==> src/rtl/adder_serial_loader_if.sv <==
// ============================================================================
// adder_serial_loader_if : serial-in / adder-side bus of adder_serial_loader
// Revision 1.0
// ============================================================================
`default_nettype none

interface adder_serial_loader_if;
  logic       bit_in;
  logic       bit_valid;
  logic       frame_start;
  logic [2:0] a_out;
  logic [2:0] b_out;
  logic       cin_out;
  logic [2:0] sum_in;
  logic       cout_in;
  logic [3:0] result;
  logic       result_valid;
  logic       busy;

  // master: serial front-end plus external adder; slave: the loader
  modport master (
    output bit_in, bit_valid, frame_start, sum_in, cout_in,
    input  a_out, b_out, cin_out, result, result_valid, busy
  );

  modport slave (
    input  bit_in, bit_valid, frame_start, sum_in, cout_in,
    output a_out, b_out, cin_out, result, result_valid, busy
  );
endinterface

`default_nettype wire

==> src/rtl/adder_serial_loader.sv <==
// ============================================================================
// adder_serial_loader : assembles A/B/Cin from a serial stream, drives the
// 3-bit adder, and captures {C_out, Sum} after a settling window.
// Revision 1.0
// ============================================================================
`default_nettype none

module adder_serial_loader #(
  parameter int ISSUE_CYCLES = 1
) (
  input  logic                   clk,
  input  logic                   rst,
  adder_serial_loader_if.slave   bus
);

  typedef enum logic [1:0] {
    IDLE  = 2'd0,
    LOAD  = 2'd1,
    ISSUE = 2'd2
  } state_t;

  localparam logic [2:0] ISSUE_LAST = 3'(ISSUE_CYCLES);

  state_t     state;
  logic [2:0] bit_cnt;
  logic [2:0] issue_cnt;
  logic [2:0] a_reg;
  logic [2:0] b_reg;
  logic       cin_reg;
  logic [3:0] result_reg;
  logic       valid_reg;
  logic       busy_reg;

  always_ff @(posedge clk or posedge rst) begin
    if (rst) begin
      state      <= IDLE;
      bit_cnt    <= 3'd0;
      issue_cnt  <= 3'd0;
      a_reg      <= 3'd0;
      b_reg      <= 3'd0;
      cin_reg    <= 1'b0;
      result_reg <= 4'd0;
      valid_reg  <= 1'b0;
      busy_reg   <= 1'b0;
    end else begin
      valid_reg <= 1'b0;
      case (state)
        IDLE: begin
          if (bus.bit_valid) begin
            a_reg[0] <= bus.bit_in;
            bit_cnt  <= 3'd1;
            state    <= LOAD;
          end
        end

        LOAD: begin
          if (bus.bit_valid) begin
            if (bus.frame_start) begin
              // Abandon the partial frame; this bit restarts at A[0]
              a_reg[0] <= bus.bit_in;
              bit_cnt  <= 3'd1;
            end else begin
              bit_cnt <= bit_cnt + 3'd1;
              case (bit_cnt)
                3'd1: a_reg[1] <= bus.bit_in;
                3'd2: a_reg[2] <= bus.bit_in;
                3'd3: b_reg[0] <= bus.bit_in;
                3'd4: b_reg[1] <= bus.bit_in;
                3'd5: b_reg[2] <= bus.bit_in;
                3'd6: begin
                  cin_reg   <= bus.bit_in;
                  issue_cnt <= 3'd0;
                  busy_reg  <= 1'b1;
                  state     <= ISSUE;
                end
                default: ;
              endcase
            end
          end
        end

        ISSUE: begin
          issue_cnt <= issue_cnt + 3'd1;
          if (issue_cnt + 3'd1 == ISSUE_LAST) begin
            result_reg <= {bus.cout_in, bus.sum_in};
            valid_reg  <= 1'b1;
            busy_reg   <= 1'b0;
            state      <= IDLE;
          end
        end

        default: state <= IDLE;
      endcase
    end
  end

  assign bus.a_out        = a_reg;
  assign bus.b_out        = b_reg;
  assign bus.cin_out      = cin_reg;
  assign bus.result       = result_reg;
  assign bus.result_valid = valid_reg;
  assign bus.busy         = busy_reg;

endmodule

`default_nettype wire

==> src/flat_wrapper.sv <==
// flat-port wrapper written by rule: the top's interface ports become plain ports
module adder_serial_loader_flat 
#(
  parameter int ISSUE_CYCLES = 1
)
  (clk, rst, bus_bit_in, bus_bit_valid, bus_frame_start, bus_sum_in, bus_cout_in, bus_a_out, bus_b_out, bus_cin_out, bus_result, bus_result_valid, bus_busy);
  adder_serial_loader_if bus_i ();
  input  logic clk;
  input  logic rst;
  input wire logic [$bits(bus_i.bit_in)-1:0] bus_bit_in;
  input wire logic [$bits(bus_i.bit_valid)-1:0] bus_bit_valid;
  input wire logic [$bits(bus_i.frame_start)-1:0] bus_frame_start;
  input wire logic [$bits(bus_i.sum_in)-1:0] bus_sum_in;
  input wire logic [$bits(bus_i.cout_in)-1:0] bus_cout_in;
  output wire logic [$bits(bus_i.a_out)-1:0] bus_a_out;
  output wire logic [$bits(bus_i.b_out)-1:0] bus_b_out;
  output wire logic [$bits(bus_i.cin_out)-1:0] bus_cin_out;
  output wire logic [$bits(bus_i.result)-1:0] bus_result;
  output wire logic [$bits(bus_i.result_valid)-1:0] bus_result_valid;
  output wire logic [$bits(bus_i.busy)-1:0] bus_busy;
  assign bus_i.bit_in = bus_bit_in;
  assign bus_i.bit_valid = bus_bit_valid;
  assign bus_i.frame_start = bus_frame_start;
  assign bus_i.sum_in = bus_sum_in;
  assign bus_i.cout_in = bus_cout_in;
  assign bus_a_out = bus_i.a_out;
  assign bus_b_out = bus_i.b_out;
  assign bus_cin_out = bus_i.cin_out;
  assign bus_result = bus_i.result;
  assign bus_result_valid = bus_i.result_valid;
  assign bus_busy = bus_i.busy;
  adder_serial_loader #(.ISSUE_CYCLES(ISSUE_CYCLES)) u_core (.clk(clk), .rst(rst), .bus(bus_i));
endmodule
==> config.mk <==
export PLATFORM = sky130hd
export DESIGN_NAME = adder_serial_loader_flat
export DESIGN_NICKNAME = d
export VERILOG_FILES = /design/src/rtl/adder_serial_loader_if.sv /design/src/rtl/adder_serial_loader.sv /design/src/flat_wrapper.sv
export SDC_FILE = /design/constraint.sdc
export NUM_CORES = 1
export LEC_CHECK = 0
export ABC_AREA = 1
export BUFFER_PORTS_ARGS = -buffer_cell sky130_fd_sc_hd__buf_4
export CORE_UTILIZATION = 35
export CTS_CLUSTER_DIAMETER = 40
export DETAILED_ROUTE_END_ITERATION = 8
export SLEW_MARGIN = 20
export SYNTH_ARGS = -nofsm -noshare
export SYNTH_HDL_FRONTEND = slang
export SYNTH_SLANG_ARGS = --single-unit
==> constraint.sdc <==
create_clock -name clk -period 1.75 [get_ports clk]
set_input_delay 0.175 -clock clk [delete_from_list [all_inputs] [get_ports clk]]
set_output_delay 0.175 -clock clk [all_outputs]
set_load 0.02 [all_outputs]
Word-level counts from Yosys, hierarchy flattened
Cells that the tools add are included.
{ "totals": {"input_bits": 9, "output_inout_bits": 13, "ff_bits": 21, "elab_cells": 71} }
{ "classes": {"reduce_logical": 15, "n_addsub": 2, "n_bitwise": 1, "n_eq_ne": 15, "n_mux": 25} }
{ "ops": {"columns": ["op", "count"], "rows": [
  ["AND reduction 4 bit", 8],
  ["two-way mux 3 bit", 6],
  ["one-hot mux 3 bit (2 select lines)", 2],
  ["two-way mux 2 bit", 5],
  ["!= test 2 bit (second input constant)", 5],
  ["AND reduction 5 bit", 2],
  ["equality test 3 bit (second input constant)", 3],
  ["two-way mux 1 bit", 9],
  ["adder 3 x 1 -> 3 bit (second input constant)", 2],
  ["equality test 3 x 1 -> 1 bit (second input constant)", 2],
  ["equality test 3 x 2 -> 1 bit (second input constant)", 2],
  ["one-hot mux 2 bit (3 select lines)", 1],
  ["one-hot mux 1 bit (2 select lines)", 2],
  ["nonzero test 2 bit", 2],
  ["AND reduction 3 bit", 1],
  ["equality test 2 x 1 -> 1 bit (second input constant)", 1],
  ["equality test 2 bit (second input constant)", 1],
  ["logical NOT 2 bit", 1],
  ["!= test 2 x 1 -> 1 bit (second input constant)", 1],
  ["AND reduction 2 bit", 1],
  ["inverter 1 bit", 1]
]} }

Longest topological paths before layout
{ "depth": {"ltp_word": 5, "ltp_mapped": 7, "depth_no_buf": 7} }

Least setup slack after synthesis
OpenSTA, ideal clock, no wires.
{ "synth_path": {"kind": "register to register", "startpoint": "reg u_core.issue_cnt[0]", "endpoint": "reg u_core.result_reg[0] (netlist: u_core.bus.result[0])", "stages_incl_launch_ff": 8, "n_path_buf": 0, "required_time_ns": 1.633, "setup_time_ns": 0.117, "setup_slack_ns": 0.583, "arrival_ns": 1.050, "synth_period_minus_slack_ns": 1.167, "path_cell_list": "dfrtp_1 ha_1 inv_1 nand2_1 nand2_1 nand3_4 nand2_1 nand2_1"} }
{ "synth_between": {"elab_chain_len": 3} }
{ "synth_lines": {"columns": ["item", "line", "rtl"], "rows": [
  ["start: declaration", "adder_serial_loader.sv:26", "logic [2:0] issue_cnt;"],
  ["start signal: assignment", "adder_serial_loader.sv:83", "issue_cnt <= issue_cnt + 3'd1;"],
  ["adder 3 x 1 -> 3 bit", "adder_serial_loader.sv:84", "if (issue_cnt + 3'd1 == ISSUE_LAST) begin"],
  ["equality test 3 x 1 -> 1 bit", "adder_serial_loader.sv:84", null],
  ["AND reduction 2 bit (no source line)", null, null],
  ["end signal: assignment", "adder_serial_loader.sv:85", "result_reg <= {bus.cout_in, bus.sum_in};"],
  ["end: declaration", "adder_serial_loader.sv:30", "logic [3:0] result_reg;"]
]} }
No other way between the ends.
A chain may end at the register's enable or synchronous reset.

Worst setup path after layout
Same ends and word-level chain as after synthesis.

==> impl_metrics.ini <==
[run_status]
status = complete, but fails checks
violations = DRC

[drt]
vias = 876
wirelength_um = 2066
ant_nets = 0
drt_iter0_markers = 25
avgRoutedWirePerCell_um = 11.29
first_pass_iters = 6
drc_errors = 6
via_per_inst = 4.787

[worst_setup_path]
cp_max_fo = 6
crit_required_ps = 1950
cp_num_buf_inv = 1
r2r-start = u_core.issue_cnt[0]
r2r_cells = 7
r2r_end = u_core.bus.result[0]
crit_path_end_kind = register
r2r_slack_ps = 420
worstPathArrival_ps = 1530
crit_path_frequent_cell = nand2_1
cp.depth = 7
critPathKind = register to register
slowest_delay_ps = 420
worstSetupStartpointType = register
worstPathCellList = ha_1, inv_1, nand2_1, nand2_1, nand3_4, nand2_1, nand2_1
slowest_stage = dfrtp_1
cp_top_family = simple AND/OR/NAND/NOR gates

[min_path]
hold-path-endpoint = u_core.bus.result[2]
whs_path_depth = 3
min_from = bus_sum_in[2]
hold_class = primary input to register

[sta]
post-route-period-util_pct = 75.82
report.final.setup_viol = 0
maxSlewViolCount = 0
final-hold-violation-count = 0
setup_tns_ps = 0
clock_skew_ps = 4.464
relSlewSlack_pct = 81.46
min_period_ps = 1327
worst_slew_pin_slew_ps = 275.2
rsz0062_at_grt = no
max_freq_mhz = 753.7

[run]
cap_violations = 0

[floorplanning]
row_count = 19
die_w_um = 57.06
dieHeight_um = 57.06
boundaryPins = 22
core_um2 = 2805
die_area_um2 = 3256
initial_core_util_pct = 37.82

[cts]
cts_sinks = 21
cts_tree = yes
path_clk_slew_ps = 120
cts_setup_buffers = 0
ctsResizeCount = 0
ctsLongestPathBuffers = 2
cts_max_level = 1
root_buffer = clkbuf_4
cts_buffers = 3
insertion_delay_ps = 300

[logic_synthesis]
synth_edf_count = 0
synth_area_leaders = dfrtp_1, nand2_1, ha_1
yosysTopAreaCellShare_pct = 49.53
yosys.area.top_type = dfrtp_1
synthDistinctLibCells = 16
async_flop_share_pct = 100.0
yosysMostFrequentCell = nand2_1
synthTopCellsByCount = nand2_1, dfrtp_1, inv_1
ys_ff_latch = 21
synth_area_um2 = 1061
syn_area_per_cell_um2 = 8.488
synthCells = 125
synth_fp_nets = 141
yosysWarnings = 0
synth_top_flop_cell = dfrtp_1
seq_area_frac_synth_pct = 49.53

[global_routing]
grt_max_degree = 22
grt_pass1_wl_um = 3539
grt_antenna_before_repair = 0
grt_use_total_pct = 14.00
grt_pass1_vias = 813
grt.overflow.total = 0

[cells_and_area]
drive_gt1_share_pct = 21.71
final_area_um2 = 1301
nets = 169
area_delta_synth_final_pct = 22.64
n_antenna_cell = 0
largest_reg_flops = 4

[placed_design]
placed_cell_area_um2 = 1265
finalWeightedCongestion = 0.7842
dp_hpwl_um = 1575
portBuffers = 21

[power_and_ir_drop]
leakage_uw = 0.0007212
p_per_area_nw_per_um2 = 1102
vdd_drop_max_v = 0.0003715
## cells by family (layout without fill, tap and decap cells)
group                      after synthesis  count (layout)  synth area share, %
AOI/OAI and AO/OA                        7               7                3.537
adders and majority gates                7               7                8.254
buffers and inverters                   17              44                6.250
DFF                                     21              21                49.53
and+or+nand+nor                         73              73                32.43
## stage by stage
stage	hold WS, ps	instances	util [%]	power [uW]	setup slack (ps)
global placement	234.0	178	45.09	1197	459.6
detailed placement	234.8	178	45.09	1210	437.6
CTS	114.5	183	46.39	1451	416.4
floorplan	151.5	125	-	1019	582.9
global route	104.7	183	46.39	1555	270.0
finish	119.4	183	46.39	1434	423.1
## how the worst max path moves through the flow
stage | slack (ps) | to | from
finish | 420 | u_core.bus.result[0] | u_core.issue_cnt[0]
global route | 270 | u_core.bus.result[1] | u_core.issue_cnt[0]
CTS | 420 | u_core.bus.result[0] | u_core.issue_cnt[0]
detailed placement | 440 | u_core.bus.result[0] | u_core.issue_cnt[0]
global placement | 460 | u_core.bus.busy | u_core.issue_cnt[0]
floorplan | 580 | u_core.bus.result[0] | u_core.issue_cnt[0]
## final cells by class
cell class | instances | area (um^2)
well taps | 31 | 38.79
repair buffers | 23 | 175.2
fillers | 278 | 1504
flip-flops and latches | 21 | 525.5
clock buffers | 4 | 26.28
multi-input cells | 87 | 469.2
inverters | 17 | 66.31
## power by group
group | leakage, uW | internal [uW] | total [uW] | switching (uW)
logic | 0.000434 | 213 | 544 | 331
clock network | 0.0000150 | 88.9 | 235 | 146
registers | 0.000272 | 581 | 655 | 74.7
## placed cells by master, fill, tap and decap left out, drive strengths merged
cell type	count
nand2	47
o21ai	5
dfrtp	21
clkbuf	4
nand4	7
inv	17
ha	7
dlygate4sd3	1
o22ai	2
nor2	7
nand3	12
buf	22
## worst register-to-register path: stages (launching register included)
cell,delay [ps]
dfrtp_1,420
ha_1,220
inv_1,60
nand2_1,60
nand2_1,200
nand3_4,140
nand2_1,80
nand2_1,50
## metal layers
metal	GRT usage, %	vias up	wire length, um
met5	0	-	0
met1	19.83	406	1049
met2	21.34	10	929
met3	2.721	4	59
li1	-	456	-
met4	5.226	0	29
## timing repair
item,in CTS,in global routing
hold buffers,1,0
endpoints found under the setup margin,0,0
endpoints found under the hold margin,21,0
Note: power is estimated with default switching activity, not from simulation.
